`config.mk`:
```
export PLATFORM = sky130hd
export DESIGN_NAME = img_frame_arbiter
export DESIGN_NICKNAME = d
export VERILOG_FILES = /design/src/rtl/img_frame_arbiter.sv
export SDC_FILE = /design/constraint.sdc
export NUM_CORES = 1
export LEC_CHECK = 0
export CAP_MARGIN = 0
export CORE_MARGIN = 2
export CORE_UTILIZATION = 25
export DETAILED_ROUTE_END_ITERATION = 16
export GPL_TIMING_DRIVEN = 0
export PLACE_DENSITY = 0.64
export SETUP_SLACK_MARGIN = 0.15
export SYNTH_ARGS = -nofsm -noshare
export SYNTH_HDL_FRONTEND = slang
export SYNTH_SLANG_ARGS = --single-unit
```
`constraint.sdc`:
```
create_clock -name i_sys_clk -period 3.6 [get_ports i_sys_clk]
set_input_delay 0.54 -clock i_sys_clk [delete_from_list [all_inputs] [get_ports i_sys_clk]]
set_output_delay 0.54 -clock i_sys_clk [all_outputs]
set_load 0.005 [all_outputs]
```
`src/rtl/img_frame_arbiter.sv`:
```
// Frame-granular arbiter: grants one of two RGB888 sources to a shared converter for a
// whole frame, forwards it through one register stage, then forces a flush gap.
module img_frame_arbiter #(
  parameter int MD_SIM_ABLE = 0,
  parameter int MD_ARB_MODE = 0,
  parameter int NUM_GAP_CYC = 4,
  parameter int WD_IMG_DATA = 8,
  parameter int WD_ERR_INFO = 4
) (
  input  logic                   i_sys_clk,
  input  logic                   i_sys_reset,
  input  logic                   i_arb_en,
  input  logic                   i_err_clr,
  input  logic                   s0_img_rgb888_c_fsync,
  input  logic                   s0_img_rgb888_c_vsync,
  input  logic                   s0_img_rgb888_c_hsync,
  input  logic [WD_IMG_DATA-1:0] s0_img_rgb888_r_mdat0,
  input  logic [WD_IMG_DATA-1:0] s0_img_rgb888_g_mdat1,
  input  logic [WD_IMG_DATA-1:0] s0_img_rgb888_b_mdat2,
  input  logic                   s1_img_rgb888_c_fsync,
  input  logic                   s1_img_rgb888_c_vsync,
  input  logic                   s1_img_rgb888_c_hsync,
  input  logic [WD_IMG_DATA-1:0] s1_img_rgb888_r_mdat0,
  input  logic [WD_IMG_DATA-1:0] s1_img_rgb888_g_mdat1,
  input  logic [WD_IMG_DATA-1:0] s1_img_rgb888_b_mdat2,
  output logic                   m_img_rgb888_c_fsync,
  output logic                   m_img_rgb888_c_vsync,
  output logic                   m_img_rgb888_c_hsync,
  output logic [WD_IMG_DATA-1:0] m_img_rgb888_r_mdat0,
  output logic [WD_IMG_DATA-1:0] m_img_rgb888_g_mdat1,
  output logic [WD_IMG_DATA-1:0] m_img_rgb888_b_mdat2,
  output logic                   o_grant_src,
  output logic                   o_grant_busy,
  output logic [7:0]             o_drop_cnt0,
  output logic [7:0]             o_drop_cnt1,
  output logic [WD_ERR_INFO-1:0] m_err_arb_info
);

  localparam int GAP_W = (NUM_GAP_CYC > 1) ? $clog2(NUM_GAP_CYC) : 1;

  typedef enum logic [1:0] {IDLE, PASS0, PASS1, GAP} state_t;

  typedef struct packed {
    logic                   fsync;
    logic                   vsync;
    logic                   hsync;
    logic [WD_IMG_DATA-1:0] r;
    logic [WD_IMG_DATA-1:0] g;
    logic [WD_IMG_DATA-1:0] b;
  } pix_t;

  function automatic logic [7:0] sat_inc(input logic [7:0] v);
    return (v == 8'hFF) ? v : v + 8'd1;
  endfunction

  if (MD_SIM_ABLE != 0) begin : g_sim_able
  end

  state_t           state_q, state_d;
  logic [GAP_W-1:0] gap_q, gap_d;
  logic             grant_q, grant_d;
  logic             fs_prev0, fs_prev1;
  logic [7:0]       cnt0_q, cnt1_q, cnt0_d, cnt1_d, cnt0_base, cnt1_base;
  logic [3:0]       err_q, err_d, err_base;
  logic             start0, start1;
  logic             drop0, drop1, perr_h, perr_v;
  pix_t             s0_pix, s1_pix, pix_d, pix_p1;

  assign s0_pix = '{s0_img_rgb888_c_fsync, s0_img_rgb888_c_vsync, s0_img_rgb888_c_hsync,
                    s0_img_rgb888_r_mdat0, s0_img_rgb888_g_mdat1, s0_img_rgb888_b_mdat2};
  assign s1_pix = '{s1_img_rgb888_c_fsync, s1_img_rgb888_c_vsync, s1_img_rgb888_c_hsync,
                    s1_img_rgb888_r_mdat0, s1_img_rgb888_g_mdat1, s1_img_rgb888_b_mdat2};

  // A frame already running when reset releases never looks like a start.
  assign start0 = s0_pix.fsync & ~fs_prev0;
  assign start1 = s1_pix.fsync & ~fs_prev1;

  always_comb begin
    state_d = state_q;
    gap_d   = gap_q;
    grant_d = grant_q;
    pix_d   = '0;
    drop0   = 1'b0;
    drop1   = 1'b0;
    perr_h  = 1'b0;
    perr_v  = 1'b0;
    case (state_q)
      IDLE: begin
        if (!i_arb_en) begin
          drop0 = start0;
          drop1 = start1;
        end else if (start0 && (!start1 || MD_ARB_MODE != 0 || grant_q)) begin
          state_d = PASS0;
          grant_d = 1'b0;
          pix_d   = s0_pix;
          drop1   = start1;
        end else if (start1) begin
          state_d = PASS1;
          grant_d = 1'b1;
          pix_d   = s1_pix;
          drop0   = start0;
        end
      end
      PASS0: begin
        pix_d  = s0_pix;
        drop1  = start1;
        perr_h = s0_pix.hsync & ~s0_pix.vsync;
        perr_v = s0_pix.vsync & ~s0_pix.fsync;
        if (!s0_pix.fsync) begin
          state_d = GAP;
          gap_d   = GAP_W'(NUM_GAP_CYC - 1);
        end
      end
      PASS1: begin
        pix_d  = s1_pix;
        drop0  = start0;
        perr_h = s1_pix.hsync & ~s1_pix.vsync;
        perr_v = s1_pix.vsync & ~s1_pix.fsync;
        if (!s1_pix.fsync) begin
          state_d = GAP;
          gap_d   = GAP_W'(NUM_GAP_CYC - 1);
        end
      end
      GAP: begin
        // Nobody is granted during the flush, so any start here is lost.
        drop0 = start0;
        drop1 = start1;
        if (gap_q == '0) state_d = IDLE;
        else             gap_d   = gap_q - 1'b1;
      end
      default: state_d = IDLE;
    endcase
  end

  // Clear first, then apply this cycle's events so a coincident event survives.
  always_comb begin
    cnt0_base = i_err_clr ? 8'd0 : cnt0_q;
    cnt1_base = i_err_clr ? 8'd0 : cnt1_q;
    err_base  = i_err_clr ? 4'd0 : err_q;
    cnt0_d    = drop0 ? sat_inc(cnt0_base) : cnt0_base;
    cnt1_d    = drop1 ? sat_inc(cnt1_base) : cnt1_base;
    err_d     = err_base | {perr_v, perr_h, drop1, drop0};
  end

  // Stage p1: registered converter input and arbiter state.
  always_ff @(posedge i_sys_clk) begin
    if (i_sys_reset) begin
      state_q  <= IDLE;
      gap_q    <= '0;
      grant_q  <= 1'b1;
      fs_prev0 <= 1'b1;
      fs_prev1 <= 1'b1;
      cnt0_q   <= 8'd0;
      cnt1_q   <= 8'd0;
      err_q    <= 4'd0;
      pix_p1   <= '0;
    end else begin
      state_q  <= state_d;
      gap_q    <= gap_d;
      grant_q  <= grant_d;
      fs_prev0 <= s0_pix.fsync;
      fs_prev1 <= s1_pix.fsync;
      cnt0_q   <= cnt0_d;
      cnt1_q   <= cnt1_d;
      err_q    <= err_d;
      pix_p1   <= pix_d;
    end
  end

  assign m_img_rgb888_c_fsync = pix_p1.fsync;
  assign m_img_rgb888_c_vsync = pix_p1.vsync;
  assign m_img_rgb888_c_hsync = pix_p1.hsync;
  assign m_img_rgb888_r_mdat0 = pix_p1.r;
  assign m_img_rgb888_g_mdat1 = pix_p1.g;
  assign m_img_rgb888_b_mdat2 = pix_p1.b;
  assign o_grant_src          = grant_q;
  assign o_grant_busy         = (state_q != IDLE);
  assign o_drop_cnt0          = cnt0_q;
  assign o_drop_cnt1          = cnt1_q;
  assign m_err_arb_info       = WD_ERR_INFO'(err_q);

endmodule
```
Word level (Yosys, flattened, before mapping)
Index checks and enable logic that the tools add are counted.
Storage, ports and cells
  register bits: 54
  bits of input ports: 58
  output and inout port bits: 49
Cells by class
  add/subtract/negate cells: 3
  equality and inequality tests: 11
  muxes and demuxes: 31
  bitwise gates (word level): 13
  reduce and logical (&&, ||, !) cells: 13
Operators by type and width (number)
  $mux 27: 3
  $pmux 27 s3: 1
  $mux 8: 6
  $add 8x1->8 const B: 2
  $eq 8x8->1 const B: 2
  $mux 2: 7
  $ne 2x2->1 const B: 5
  $pmux 1 s2: 4
  $pmux 2 s4: 1
  $mux 1: 7
  $and 1x1->1: 6
  $not 1->1: 6
  $pmux 2 s3: 1
  $reduce_and 5->1: 1
  $eq 2x2->1 const B: 2
  $logic_not 2->1: 2
  $mux 4: 1
  $or 4x4->4: 1
  $reduce_and 4->1: 1
  $reduce_bool 2->1: 2
  $reduce_or 2->1: 2
  $ne 3x3->1 const B: 1
  $reduce_and 3->1: 1
  $reduce_bool 3->1: 1
  other kinds (5): 5

Logic depth before layout (Yosys ltp)
Gate-level depths: netlist of the first run.
  depth after elaboration: 9
  gate-level depth with buffers: 10

Worst setup path after synthesis of the first run
Ideal clock, no wire load.
  kind: input-to-reg
  from: in i_err_clr
  to: reg cnt0_q[5] (netlist: o_drop_cnt0[5])
  arrival: 2027 ps
  path slack: 1450 ps
  stages: 10
  path through: clkbuf_1 -> inv_1 -> nand2_1 -> inv_1 -> ha_1 -> nand4b_1 -> or2_1 -> clkbuf_1 -> nand3_1 -> mux2_1
On the way
  longest elaborated chain between the ends: 4
  elaborated cells between the ends (all ways): 5
  classes of those cells: add/sub (1); eq/ne (1); mux (3)
Ends and longest elaborated chain
  start: declaration: line 13  | input logic i_err_clr,
  $mux 8 *: line 137  | cnt0_base = i_err_clr ? 8'd0 : cnt0_q;
  $add 8x1->8 / $eq 8x8->1 (equally long branches): line 53  | return (v == 8'hFF) ? v : v + 8'd1;
  $mux 8: line 53
  $mux 8 *: line 140  | cnt0_d = drop0 ? sat_inc(cnt0_base) : cnt0_base;
  end signal: assignment: line 163  | cnt0_q <= cnt0_d;
  end: declaration: line 63  | logic [7:0] cnt0_q, cnt1_q, cnt0_d, cnt1_d, cnt0_base, cnt1_base;
Mark *: on every way between the ends. The rest lies on a longest branch, timed or not.
A chain may end at the register's enable or synchronous reset.

Worst setup path in the final report of the first run
  from: in s0_img_rgb888_c_fsync
  to: reg pix_p1, in the netlist m_img_rgb888_g_mdat1[7]
On the way
  longest elaborated chain between the ends: 5
Ends and longest elaborated chain
  start: declaration: line 14  | input logic s0_img_rgb888_c_fsync,
  $and 1x1->1: line 75  | assign start0 = s0_pix.fsync & ~fs_prev0;
  $logic_and 1x1->1: line 92  | end else if (start0 && (!start1 || MD_ARB_MODE != 0 || grant_q)) begin
  $mux 27: line 92
  $mux 27: line 89  | if (!i_arb_en) begin
  $pmux 27 s3: line 87  | case (state_q)
  end signal: assignment: line 166  | pix_p1 <= pix_d;
  end: declaration: line 67  | pix_t s0_pix, s1_pix, pix_d, pix_p1;
Every way passes these cells.

==> out/qor.csv, run 1 <==
stage,metric,value,unit
status,status,completed,
final_layout,instances_no_fill,492,
place,dpl.hpwl,5290,um
clock_network,cts_hold_repair.buffers,0,
place,gp_congestion,0.882,
timing,period_needed,2.34,ns
clock_network,cts_tree,done,
yosys,synth_ff_type,dfxtp_1,
floorplan,rows,35,
global_routing,grt_use_total,0.132,
final_layout,fillCellCount,935,
global_routing,grt_start_max_net_pins,18,
timing,finalHoldViolCount,0,
floorplan,io_pins,107,
global_routing,grt_pass1_wl,10800,um
setup_path,slowest_delay,0.57,ns
setup_path,worstSetupEndpointType,register,
drt,postRouteAntennaNets,0,
setup_path,cp_top_family,buffers and inverters,
drt,drtPass1Iterations,4,
timing,rsz0062_at_grt,false,
drt,routed_wl,6680,um
place,dp.cells,484,
setup_path,critical-path-slowest-cell,clkdlybuf4s50_1,
drt,dr_total_vias,2384,
drt,wl_per_cell,13.6,um
setup_path,crit_buf_inv,2,
power_and_ir_drop,irDropWorstVdd,208,uV
floorplan,start_util,0.258,
yosys,async_flop_share,0,
clock_network,cts-resized-gates,0,
yosys,synth_cell_types,50,
global_routing,use_met1,0.155,
power_and_ir_drop,p_leak,1.32,nW
setup_path,crit_fanout,10,
timing,setup_ws,1.26,ns
power_and_ir_drop,power.density,455,nW/um2
yosys,synth_nets,316,
place,post-place-ws,0.892,ns
clock_network,path_clk_slew,0.10,ns
timing,finalSetupViolCount,0,
drt,first_iter_violations,72,
clock_network,cts_root_buf,clkbuf_8,
timing,hold_slack,0.472,ns
setup_path,crit_arrival,2.60,ns
job,cap_viol_max_count,0,
final_layout,syn2layout_area_growth,54.6,%
final_layout,final_net_count,428,
global_routing,antenna_found_initial,0,
yosys,avgSynthCellArea,9.53,um2
worst_hold_path,hold_class,reg -> reg,
setup_path,start_kind,input port,
yosys,synth_edf_count,0,
global_routing,grt.met2_usage,0.208,
setup_path,worstSetupPathType,in -> reg,
floorplan,design.die.area,10300,um2
drt,routed_via_density,4.85,
yosys,synth_seq_cells,54,
timing,fin_crit_sh,0.649,
final_layout,fin_area,3680,um2
global_routing,overflow,0,
clock_network,clk_path_buf_depth,2,
drt,remaining_drc_errors,0,
place,placed_area,3590,um2
yosys,yosysWarnings,0,
clock_network,cts_sinks,54,
final_layout,antenna_cells,0,
clock_network,insertion_delay,0.31,ns
place,io_buffers,105,
clock_network,cts_buffers,5,
setup_path,path_cells,"clkdlybuf4s50_1, nor2b_1, a41oi_1, nor3_2, clkbuf_1, a22o_1",
yosys,seq_area_frac_synth,0.454,
timing,slew_headroom,0.514,
yosys,synthCells,250,
global_routing,first_global_vias,2251,
timing,finClkSkew,0.0127,ns
clock_network,htree_levels,2,
floorplan,die_width,102,um
timing,timing.fmax,428,MHz
setup_path,required,3.86,ns
timing,fin_tns_setup,0,ns
global_routing,top_usage_layer,met2,
final_layout,drive_gt1_frac,0.0413,
timing,tightest_slew,0.724,ns
clock_network,post_cts_buffers,0,
yosys,syn_area,2380,um2
floorplan,core_area,9240,um2
timing,slew_viol_final,0,
global_routing,grt_use_met3,0.0725,
floorplan,die_h,102,um
-- cells by family (layout without fill, tap and decap cells) --
group	count (synthesis)	after routing	share of synthesized area
AND/OR/NAND/NOR	85	85	0.202
AO/OA/AOI/OAI	77	77	0.242
flip-flops	54	54	0.454
buffers and inverters	22	135	0.0415
adder cells (fa/ha/maj)	8	8	0.0420
multiplexers	4	4	0.0184
-- worst reg2reg max path, cell delays in order, from the launching register on --
cell and delay, ns:
dfxtp_1 0.35, inv_1 0.11, ha_1 0.21, buf_6 0.15, nand2_1 0.09, a211oi_1 0.27
o21a_1 0.14, clkbuf_1 0.27, clkbuf_1 0.40, a22o_1 0.20
-- power breakdown --
group	internal, W	total, W	leakage [nW]	switching [W]
clock	0.000140	0.000344	0.0418	0.000203
sequential	0.000686	0.000723	0.439	0.0000363
combinational	0.000335	0.000611	0.840	0.000276
total	0.00116	0.00168	1.32	0.000516
-- final timing paths --
check                             start                 endpoint  slack, ns  depth (start not counted)
setup / recovery  s0_img_rgb888_c_fsync  m_img_rgb888_g_mdat1[7]       1.26                          6
hold / removal        m_err_arb_info[1]        m_err_arb_info[1]       0.47                          2
setup reg to reg             state_q[0]  m_img_rgb888_g_mdat1[7]       1.37                          9
hold reg to reg       m_err_arb_info[1]        m_err_arb_info[1]       0.47                          2
-- stage by stage --
stage                      util  power [W]
after detailed placement  0.389    0.00135
final                     0.399    0.00168
after CTS                 0.399    0.00170
after floorplan               -    0.00105
after global placement    0.389    0.00134
after global routing      0.399    0.00179
-- Yosys cell counts, drive strengths merged, types with 3 or more instances --
cell | count | share of area
a211oi | 6 | 0.019
a21oi | 17 | 0.036
a22o | 27 | 0.099
a311oi | 3 | 0.014
and3 | 4 | 0.011
and4 | 3 | 0.011
buf | 3 | 0.012
clkbuf | 10 | 0.016
dfxtp | 54 | 0.45
ha | 8 | 0.042
inv | 9 | 0.014
mux2 | 3 | 0.014
nand2 | 15 | 0.024
nand2b | 5 | 0.013
nand3 | 11 | 0.023
nand4 | 5 | 0.013
nand4b | 3 | 0.014
nor2 | 12 | 0.019
nor2b | 4 | 0.011
nor3 | 8 | 0.019
o21a | 3 | 0.0095
o21ai | 4 | 0.0084
or2 | 3 | 0.0079
or3 | 4 | 0.011
-- placed cells by master (no fill, tap or decap), types with 3 or more instances in the layout --
master,instances
a22o_1,27
mux2_1,3
and3_1,4
a211oi_1,6
clkbuf_1,11
clkbuf_8,5
nand3_1,11
inv_1,9
nor3_1,7
nor2_1,12
dfxtp_1,54
clkdlybuf4s50_1,105
nor2b_1,4
o21a_1,3
ha_1,8
and4_1,3
or3_1,4
nand2b_1,5
nand2_1,15
nand4_1,5
a21oi_1,17
-- area by class of cell --
cell class / instances / area, um2 / area share
multi-input combinational: 174 / 1200 / 0.326
sequential: 54 / 1080 / 0.293
timing repair buffer: 105 / 1050 / 0.285
tap: 129 / 161 / 0.0438
clock buffer: 6 / 72.6 / 0.0197
buffer: 13 / 65.1 / 0.0177
inverter: 9 / 33.8 / 0.00917
clock inverter: 2 / 16.3 / 0.00442
-- registers in the layout (all words and copies together), names as in the netlist --
signal,cells
m_err_arb_info,4
o_drop_cnt0,8
m_img_rgb888_b_mdat2,8
m_img_rgb888_c_hsync,1
gap_q,2
m_img_rgb888_c_vsync,1
m_img_rgb888_g_mdat1,8
state_q,2
o_drop_cnt1,8
m_img_rgb888_r_mdat0,8
fs_prev0,1
fs_prev1,1
o_grant_src,1
m_img_rgb888_c_fsync,1
-- layer usage --
metal,vias to the layer above,wire length [um]
met5,-,0
met4,0,85
met3,6,893
met2,113,2870
met1,1099,2830
li1,1166,-
Power figures use the tool's default switching activity.
==> run 2, diff against run 1 <==
==> constraint.sdc (replaced) <==
create_clock -name i_sys_clk -period 2.2 [get_ports i_sys_clk]
set_input_delay 0.33 -clock i_sys_clk [delete_from_list [all_inputs] [get_ports i_sys_clk]]
set_output_delay 0.33 -clock i_sys_clk [all_outputs]
set_load 0.005 [all_outputs]
==> out/qor.csv, run 2 (synthesized netlist as in run 1, its figures left out) <==
stage,metric,value,unit,change
status,status,completed,,unchanged
place,dpl.hpwl,5290,um,unchanged
floorplan,io_pins,107,,unchanged
final_layout,syn2layout_area_growth,62.5,%,was 54.6%
timing,rsz0062_at_grt,true,,was false
setup_path,crit_fanout,5,,was 10
floorplan,start_util,0.258,,unchanged
global_routing,overflow,0,,unchanged
drt,postRouteAntennaNets,0,,unchanged
timing,finalHoldViolCount,0,,unchanged
drt,dr_total_vias,2449,,was 2384
timing,finClkSkew,0.00908,ns,was 0.0127 ns
setup_path,start_kind,register,,was input port
floorplan,rows,35,,unchanged
timing,hold_slack,0.453,ns,was 0.472 ns
final_layout,layout_common_cells,"clkdlybuf4s50_1 (104), dfxtp_1 (51), a22o_1 (27)",,"was clkdlybuf4s50_1 (105), dfxtp_1 (54), a22o_1 (27)"
place,gp_congestion,0.882,,unchanged
setup_path,reg2reg_depth,8,,was 9
setup_path,crit_end,o_drop_cnt1[7],,was m_img_rgb888_g_mdat1[7]
floorplan,die_width,102,um,unchanged
worst_hold_path,hold_start,i_err_clr,,was m_err_arb_info[1]
final_layout,drive_gt1_frac,0.140,,was 0.0413
setup_path,critPathLaunch,state_q[1],,was s0_img_rgb888_c_fsync
setup_path,critical-path-slowest-cell,a311o_1,,was clkdlybuf4s50_1
floorplan,design.die.area,10300,um2,unchanged
place,dp.cells,484,,unchanged
final_layout,instances_no_fill,507,,was 492
drt,drtPass1Iterations,4,,unchanged
setup_path,slowest_delay,0.39,ns,was 0.57 ns
setup_path,r2r_slack,0.14,ns,was 1.37 ns
setup_path,reg2reg_from,state_q[1],,was state_q[0]
global_routing,first_global_vias,2348,,was 2251
clock_network,htree_levels,2,,unchanged
clock_network,cts_tree,done,,unchanged
global_routing,grt_use_total,0.137,,was 0.132
final_layout,fin_area,3870,um2,was 3680 um2
place,post-place-ws,-0.298,ns,was 0.892 ns
floorplan,die_h,102,um,unchanged
drt,routed_wl,6970,um,was 6680 um
drt,remaining_drc_errors,0,,unchanged
clock_network,path_clk_slew,0.10,ns,about the same
place,io_buffers,105,,unchanged
clock_network,cts_buffers,5,,unchanged
final_layout,final_common_cell,clkdlybuf4s50_1,,unchanged
setup_path,path_depth,8,,was 6
floorplan,core_area,9240,um2,unchanged
clock_network,cts_sinks,54,,unchanged
timing,period_needed,2.06,ns,
setup_path,path_cells,"inv_2, ha_4, or2b_4, a311o_1, buf_6, buf_4, or3_4, a21oi_2",,"was clkdlybuf4s50_1, nor2b_1, a41oi_1, nor3_2, clkbuf_1, a22o_1"
global_routing,grt_pass1_wl,11200,um,was 10800 um
place,placed_area,3590,um2,unchanged
setup_path,crit_arrival,2.30,ns,was 2.60 ns
final_layout,utilization,0.419,,was 0.399
global_routing,grt_start_max_net_pins,18,,unchanged
timing,tightest_slew,0.715,ns,was 0.724 ns
power_and_ir_drop,p_leak,1.41,nW,was 1.32 nW
setup_path,r2r-end,o_drop_cnt1[7],,was m_img_rgb888_g_mdat1[7]
final_layout,final_net_count,443,,was 428
job,cap_viol_max_count,0,,unchanged
timing,setup_ws,0.143,ns,was 1.26 ns
drt,wl_per_cell,13.8,um,was 13.6 um
setup_path,required,2.44,ns,was 3.86 ns
timing,slew_headroom,0.520,,was 0.514
timing,slew_viol_final,0,,unchanged
power_and_ir_drop,irDropWorstVdd,351,uV,was 208 uV
drt,routed_via_density,4.83,,was 4.85
clock_network,cts_root_buf,clkbuf_8,,unchanged
setup_path,worstSetupPathType,reg -> reg,,was in -> reg
drt,first_iter_violations,84,,was 72
clock_network,clk_path_buf_depth,2,,unchanged
power_and_ir_drop,power.density,766,nW/um2,was 455 nW/um2
setup_path,worstSetupEndpointType,register,,unchanged
worst_hold_path,hold_class,in -> reg,,was reg -> reg
timing,timing.fmax,486,MHz,
final_layout,antenna_cells,0,,unchanged
timing,finalSetupViolCount,0,,unchanged
setup_path,cp_top_family,simple AND/OR/NAND/NOR gates,,was buffers and inverters
clock_network,insertion_delay,0.31,ns,about the same
setup_path,crit_buf_inv,3,,was 2
global_routing,antenna_found_initial,0,,unchanged
timing,fin_crit_sh,0.935,,
==> run 2: final cells by class <==
class | instances | area (um2)
multi-input cells | 174 | 1260
repair buffers | 120 | 1160
inverters | 9 | 33.8
well taps | 129 | 161
plain buffers | 13 | 76.3
clock buffers | 6 | 72.6
fillers | 912 | 5370
clock inverters | 2 | 16.3
flip-flops and latches | 54 | 1080
==> run 2: worst reg2reg max path: cells and delay by family (launching register included) <==
family | cells | cell delay [ns]
compound gates | 2 | 0.51
fa+ha+maj | 1 | 0.15
buf+inv | 3 | 0.35
flops | 1 | 0.33
simple gates | 2 | 0.65
==> run 2: what timing repair did <==
item,4_1_cts,5_1_grt
pin swaps,1,8
setup buffers,12,3
resized for setup,12,20
hold buffers,0,0
endpoints found under the setup margin,31,32
==> run 2: worst min-delay path by stage <==
stage	endpoint	slack, ns	cells after the start
global placement	gap_q[0]	0.45	1
finish	o_drop_cnt1[3]	0.45	3
floorplan	fs_prev0	0.44	1
global route	o_drop_cnt1[3]	0.48	3
detailed placement	m_err_arb_info[1]	0.46	2
CTS	m_err_arb_info[1]	0.48	2
==> run 2: metrics by stage <==
step                      setup TNS [ns]  total power, W
final                                  0         0.00297
after global routing                   0         0.00316
after CTS                              0         0.00295
after detailed placement           -5.84         0.00221
after global placement             -5.26         0.00220
after floorplan                        0         0.00172
==> run 2: per-layer routing <==
layer / wire length [um] / GRT usage / share of wire / vias up
met5: 0 / 0 / 0 / -
li1: - / - / - / 1193
met1: 2880 / 0.157 / 0.41 / 1127
met2: 3100 / 0.220 / 0.44 / 123
met4: 85 / 0.0405 / 0.012 / 0
met3: 914 / 0.0725 / 0.13 / 6
==> run 2: where the power goes <==
group          switching, W  internal [W]  leakage, nW
registers         0.0000535       0.00113        0.440
logic              0.000514      0.000706        0.929
clock network      0.000336      0.000230       0.0418
total              0.000904       0.00206         1.41
